$ cat src/rtl/prio_event_encoder.sv
// Latches N event strobes into a pending set and issues them one at a time as
// binary indices over a valid/ready output, in fixed-priority or round-robin order.
module prio_event_encoder #(
    parameter int unsigned N           = 8,
    parameter int unsigned IDX_W       = 3,
    parameter int unsigned ROUND_ROBIN = 0
) (
    input  logic             clk,
    input  logic             rst,
    input  logic [N-1:0]     req_in,
    output logic [IDX_W-1:0] out_idx,
    output logic             out_valid,
    input  logic             out_ready,
    output logic [N-1:0]     pending,
    output logic             overflow,
    output logic             busy
);

    localparam int unsigned SUM_W = IDX_W + 1;

    logic [IDX_W-1:0] ptr;
    logic [IDX_W-1:0] base;
    logic [2*N-1:0]   dbl;
    logic [N-1:0]     rot;
    logic [N-1:0]     scan;
    logic [IDX_W-1:0] offset;
    logic             found;
    logic [SUM_W-1:0] sum;
    logic [IDX_W-1:0] sel_idx;
    logic             sel_valid;

    logic             load;
    logic [N-1:0]     load_mask;
    logic [N-1:0]     pending_next;
    logic             out_valid_next;
    logic [IDX_W-1:0] out_idx_next;
    logic [IDX_W-1:0] ptr_next;
    logic             overflow_next;
    logic             busy_next;

    // Rotate pending so the search origin sits at bit 0, then take the lowest set bit.
    always_comb begin
        base      = (ROUND_ROBIN != 0) ? ptr : '0;
        dbl       = {pending, pending};
        rot       = N'(dbl >> base);
        scan      = '0;
        offset    = '0;
        found     = 1'b0;
        for (int unsigned k = 0; k < N; k++) begin
            scan = rot >> k;
            if (!found && scan[0]) begin
                found  = 1'b1;
                offset = IDX_W'(k);
            end
        end
        sum = SUM_W'(base) + SUM_W'(offset);
        if (sum >= SUM_W'(N)) begin
            sum = sum - SUM_W'(N);
        end
        sel_idx   = IDX_W'(sum);
        sel_valid = |pending;
    end

    // Output slot refill, pending bookkeeping and pointer advance.
    always_comb begin
        load           = !out_valid || out_ready;
        load_mask      = '0;
        out_valid_next = out_valid;
        out_idx_next   = out_idx;
        ptr_next       = ptr;
        if (load) begin
            out_valid_next = sel_valid;
            if (sel_valid) begin
                load_mask    = N'(1) << sel_idx;
                out_idx_next = sel_idx;
                ptr_next     = (sel_idx == IDX_W'(N - 1)) ? '0 : sel_idx + IDX_W'(1);
            end
        end
        pending_next  = (pending & ~load_mask) | req_in;
        overflow_next = |(req_in & pending & ~load_mask);
        busy_next     = (|pending_next) || out_valid_next;
    end

    always_ff @(posedge clk) begin
        if (rst) begin
            pending   <= '0;
            out_valid <= 1'b0;
            out_idx   <= '0;
            overflow  <= 1'b0;
            busy      <= 1'b0;
            ptr       <= '0;
        end else begin
            pending   <= pending_next;
            out_valid <= out_valid_next;
            out_idx   <= out_idx_next;
            overflow  <= overflow_next;
            busy      <= busy_next;
            ptr       <= ptr_next;
        end
    end

endmodule

$ cat config.mk
export PLATFORM = sky130hd
export DESIGN_NAME = prio_event_encoder
export DESIGN_NICKNAME = d
export VERILOG_FILES = /design/src/rtl/prio_event_encoder.sv
export SDC_FILE = /design/constraint.sdc
export NUM_CORES = 1
export LEC_CHECK = 0
export CAP_MARGIN = 10
export CORE_MARGIN = 3
export CORE_UTILIZATION = 45
export CTS_BUF_LIST = sky130_fd_sc_hd__clkbuf_16
export DETAILED_ROUTE_END_ITERATION = 7
export GPL_TIMING_DRIVEN = 0
export PLACE_DENSITY = 0.82
export SLEW_MARGIN = 20
export SYNTH_ARGS = -nofsm -noshare
export SYNTH_HDL_FRONTEND = slang
export SYNTH_SLANG_ARGS = --single-unit
$ cat constraint.sdc
create_clock -name clk -period 4 [get_ports clk]
set_clock_uncertainty 0.05 [all_clocks]
set_input_delay 0.8 -clock clk [delete_from_list [all_inputs] [get_ports clk]]
set_output_delay 0.8 -clock clk [all_outputs]
set_load 0.01 [all_outputs]
==> results of run 1 <==
==> cells by family (layout without fill, tap and decap cells) <==
family / count (synthesis) / after routing / synth area share
compound gates: 30 / 30 / 0.3053
simple gates: 26 / 26 / 0.2247
buf+inv: 9 / 37 / 0.05056
flops: 14 / 14 / 0.4195
==> registers in the layout (all words and copies together) (netlist names) <==
| register | count |
|---|---|
| pending | 8 |
| out_idx | 3 |
| out_valid | 1 |
| busy | 1 |
| overflow | 1 |
==> power by group <==
part	internal (mW)	leakage (nW)	switching (mW)	total [mW]
sequential	0.151	0.117	0.0145	0.166
clock	0.132	0.0385	0.0554	0.187
combinational	0.0441	0.235	0.0391	0.0832
==> worst paths after layout <==
path                              endpoint        from  cells past startpoint  slack, ps
worst min-delay path            out_idx[0]  out_idx[0]                      2        440
worst max-delay path            pending[2]  pending[2]                      1       1790
worst max register to register    overflow  pending[0]                      4       2480
worst min register to register  out_idx[0]  out_idx[0]                      2        440
==> cells in the final DEF (no fill, tap or decap), drive strengths merged <==
| master | n |
|---|---|
| a211oi | 1 |
| a21oi | 12 |
| a221oi | 1 |
| a311oi | 2 |
| a31oi | 4 |
| a32oi | 1 |
| a41oi | 1 |
| clkbuf | 4 |
| clkdlybuf4s50 | 24 |
| clkinv | 1 |
| dfxtp | 14 |
| inv | 8 |
| nand2 | 3 |
| nand2b | 2 |
| nand3 | 2 |
| nor2 | 11 |
| nor2b | 1 |
| nor3 | 4 |
| nor4 | 3 |
| o211a | 1 |
| o211ai | 2 |
| o21ai | 4 |
| o21bai | 1 |
==> layer usage <==
metal	vias to the layer above	GRT usage
li1	351	-
met1	339	0.2611
met2	41	0.3668
met3	4	0.08537
met4	0	0.05422
met5	-	0
==> metrics by stage <==
stage | hold slack, ps | utilization | worst slack [ps]
6_report | 435.1 | 0.7451 | 1786
5_1_grt | 449.9 | 0.7451 | 1743
4_1_cts | 439.5 | 0.7451 | 1786
3_5_place_dp | 433.5 | 0.6867 | 1661
3_3_place_gp | 423.9 | 0.6867 | 1704
2_1_floorplan | 460.4 | - | 2357
==> final cells by class <==
class	instances	area, µm²	area share
inverter	8	30.03	0.02985
clock inverter	1	3.754	0.003731
timing repair buffer	24	240.2	0.2388
multi-input combinational	56	354.1	0.3520
sequential	14	280.3	0.2786
buffer	1	3.754	0.003731
tap	15	18.77	0.01866
clock buffer	3	75.07	0.07463
==> impl_metrics.ini, run 1 <==
[run]
drv_cap = 0

[worst_setup_path]
crit_chain = clkdlybuf4s50_1
cp.arrival_ps = 1360
crit_family = buffers and inverters
startpoint_type = flop
worstPathBufferInverterCount = 1
required_ps = 3150
crit_slowest_cell = clkdlybuf4s50_1
crit_path_end_kind = output pin
critPathMaxStageDelay_ps = 610
cp_max_fo = 8
critPathKind = reg -> out

[logic_synthesis]
synth_top_area_cell = dfxtp_1
synthTopCellsByArea = dfxtp_1 (42%), a21oi_1 (8.2%), nor2_1 (5.6%)
synthesis.area_um2 = 668.1
synth.most_common_cell = dfxtp_1
syn_nets = 90
syn_inst = 79
synth.distinct_cells = 29
ys_ff_latch = 14
async_reset_ff_frac = 0
synth-main-ff-cell = dfxtp_1
netlist.area_leader.share = 0.4195
yosysWarnings = 0
yosysSeqAreaShare = 0.4195
synth_edf_count = 0
yosys-top-cells-count = dfxtp_1 (14), a21oi_1 (11), nor2_1 (10)
syn_avg_cell_area_um2 = 8.457

[sta]
setup_viol = 0
relSlewSlack = 0.6394
drv_slew = 0
finalCritPeriodShare = 0.5534
tightestPinTransition_ps = 539.9
rsz0062_at_grt = no
fmax_mhz = 451.8
finalCriticalPeriod_ps = 2214
setup_tns_ps = 0
finalHoldViolations = 0

[cts]
cts_tree = yes
h-tree-depth = 1
clk_path_buf_depth = 2
path_clk_slew_ps = 50
ctsHoldBuffers = 0
clock_latency_ps = 240
numCtsBuffers = 3
clockRootBuffer = clkbuf_16
post_cts_buffers = 0
cts_sinks = 14
cts_resized = 0

[drt]
drt_iter0_markers = 27
wl_met2_um = 906
drc = 0
top_layer = met4
viasPerCell = 6.025
ant_nets = 0
dr.pass1.iters = 4
met1Wirelength_um = 756
num_vias = 735
wl_met3_um = 180
wl_um = 1858
wl_per_cell_um = 15.23

[placed_design]
gp_congestion = 0.8444
dp.cells = 118
io_buffer_count = 24
placed_area_um2 = 927.1
place_hpwl_um = 1294

[status]
status = completed

[floorplan]
die_y_um = 44.53
io-pin-count = 25
rows = 13
initial_core_util = 0.4949
die_width_um = 44.53
fp.dieArea_mm2 = 0.001983
fp.coreArea_mm2 = 0.001350

[worst_hold_path]
hold_path.class = reg -> reg

[pwr]
p_per_area_mw_per_mm2 = 433.7
p_leak_nw = 0.3908
power.total_mw = 0.4363
ir_drop_v = 0.0003658

[final_layout]
drive_above_1_share = 0.09346
synthToLayoutAreaGrowth_pct = 50.56
diodes = 0
final_area_mm2 = 0.001006
nNetsFinal = 119
final_cells = 122
fillerInstances = 112

[global_route]
grt_max_degree = 11
first_global_vias = 703
antenna_found_initial = 0
grt_overflow = 0
grt_pass1_wl_um = 3167
gr-usage-all-layers = 0.2196
Note: power is estimated with default switching activity, not from simulation.
==> run 2: changes to the inputs <==
--- a/config.mk
+++ b/config.mk
@@ -7,11 +7,11 @@
 export LEC_CHECK = 0
 export CAP_MARGIN = 10
 export CORE_MARGIN = 3
-export CORE_UTILIZATION = 45
+export CORE_UTILIZATION = 38
 export CTS_BUF_LIST = sky130_fd_sc_hd__clkbuf_16
 export DETAILED_ROUTE_END_ITERATION = 7
 export GPL_TIMING_DRIVEN = 0
-export PLACE_DENSITY = 0.82
+export PLACE_DENSITY = 0.74
 export SLEW_MARGIN = 20
 export SYNTH_ARGS = -nofsm -noshare
 export SYNTH_HDL_FRONTEND = slang
==> constraint.sdc (replaced) <==
create_clock -name clk -period 1.8 [get_ports clk]
set_clock_uncertainty 0.05 [all_clocks]
set_input_delay 0.36 -clock clk [delete_from_list [all_inputs] [get_ports clk]]
set_output_delay 0.36 -clock clk [all_outputs]
set_load 0.01 [all_outputs]
==> run 2 against run 1 <==
Compared with the run above:
- global-route usage down 2.9 points
- critical path depth unchanged
- highest routed layer unchanged
- combinational power up 120%
- clock-buffer cell count unchanged
- sequential share of layout area increased by 0.055 points
- sequential power grew 120%
- sequential cell count stayed put
- routed wire length shrank 3.5%
- utilization fell by 11 points
==> impl_metrics.ini, run 2 (synthesized netlist as in run 1, its figures left out) <==
[drt]
drt_iter0_markers = 14
wl_um = 1793
viasPerCell = 5.902
drc = 0
top_layer = met4
met1Wirelength_um = 752
wl_per_cell_um = 14.58
dr.pass1.iters = 4
ant_nets = 0
wl_met2_um = 868
num_vias = 726
wl_met3_um = 131

[worst_setup_path]
reg2reg_from = pending[0]
crit_start = pending[5]
critPathKind = reg -> out
cp.arrival_ps = 1340
cp_max_fo = 8
crit_chain = clkdlybuf4s50_1
crit_slowest_cell = clkdlybuf4s50_1
crit_family = buffers and inverters
crit_path_end_kind = output pin
critPathMaxStageDelay_ps = 610
required_ps = 1390
worstPathBufferInverterCount = 1
startpoint_type = flop

[sta]
relSlewSlack = 0.6491
finalHoldViolations = 0
finalCriticalPeriod_ps = 1746
drv_slew = 0
holdWs_ps = 440.3
setup_slack_ps = 53.89
rsz0062_at_grt = no
finalCritPeriodShare = 0.9701
fmax_mhz = 572.7
setup_viol = 0
tightestPinTransition_ps = 526.3

[cts]
numCtsBuffers = 3
clk_path_buf_depth = 2
cts_tree = yes
clockRootBuffer = clkbuf_16
h-tree-depth = 1
post_cts_buffers = 0
path_clk_slew_ps = 50
cts_sinks = 14
clock_latency_ps = 240

[final_layout]
largest_reg_flops = 8
nNetsFinal = 119
layout_commonest_cell = clkdlybuf4s50_1
most-common-layout-cells = clkdlybuf4s50_1 (24), dfxtp_1 (13), a21oi_1 (11)
drive_above_1_share = 0.1028
top_register = pending
diodes = 0
largestRegisters = pending (8), out_idx (3)
synthToLayoutAreaGrowth_pct = 50.94
fillerInstances = 145

[global_route]
grt_overflow = 0
grt_max_degree = 11
grt_pass1_wl_um = 2918
first_global_vias = 676
antenna_found_initial = 0
gr-usage-all-layers = 0.1908

[placed_design]
place_hpwl_um = 1321
io_buffer_count = 24
gp_congestion = 0.8332
dp_slack_ps = -80.49

[pwr]
p_leak_nw = 0.3910
p_per_area_mw_per_mm2 = 966.6
ir_drop_v = 0.0005529

[floorplan]
die_width_um = 47.93
rows = 14
fp.dieArea_mm2 = 0.002297
io-pin-count = 25
initial_core_util = 0.4238
fp.coreArea_mm2 = 0.001577
die_y_um = 47.93

[status]
status = completed

[run]
drv_cap = 0

[worst_hold_path]
hold_path.class = reg -> reg
min_from = out_idx[0]
-- run 2: cell type report --
type	count	area [µm²]	area share
tap	16	20.02	0.01985
multi-input combinational	56	354.1	0.3511
timing repair buffer	24	240.2	0.2382
buffer	1	3.754	0.003722
clock buffer	3	75.07	0.07444
clock inverter	1	3.754	0.003722
inverter	8	30.03	0.02978
sequential	14	281.5	0.2792
-- run 2: per-stage QoR --
stage | util | TNS, ps | cells | total power [mW] | cell area, µm²
after floorplan | - | 0 | 79 | 0.4586 | 668.1
after CTS | 0.6389 | 0 | 123 | 0.9820 | 1007
after global placement | 0.5889 | -69.79 | 119 | 0.5515 | 928.4
after detailed placement | 0.5889 | -80.49 | 119 | 0.5561 | 928.4
final | 0.6397 | 0 | 123 | 0.9748 | 1008
after global routing | 0.6397 | 0 | 123 | 1.022 | 1008
-- run 2: per-layer routing --
metal	vias up	GRT usage
li1	353	-
met1	337	0.2178
met2	30	0.2955
met3	6	0.07895
met4	0	0.1129
met5	-	0
-- run 2: final timing paths --
check | endpoint | slack, ps | cells after the start
max | pending[5] | 50 | 1
min | out_idx[0] | 440 | 2
max reg2reg | overflow | 320 | 4
min reg2reg | out_idx[0] | 440 | 2
-- run 2: power breakdown --
part | internal [mW] | switching (mW) | leakage (nW) | total, mW
clock | 0.294 | 0.129 | 0.0385 | 0.423
sequential | 0.336 | 0.0320 | 0.117 | 0.368
combinational | 0.0980 | 0.0857 | 0.235 | 0.184
-- run 2: repair_timing --
action / in CTS / in global routing
gates resized for setup: 0 / 1
hold buffers: 0 / 0
endpoints found under the setup margin: 0 / 1
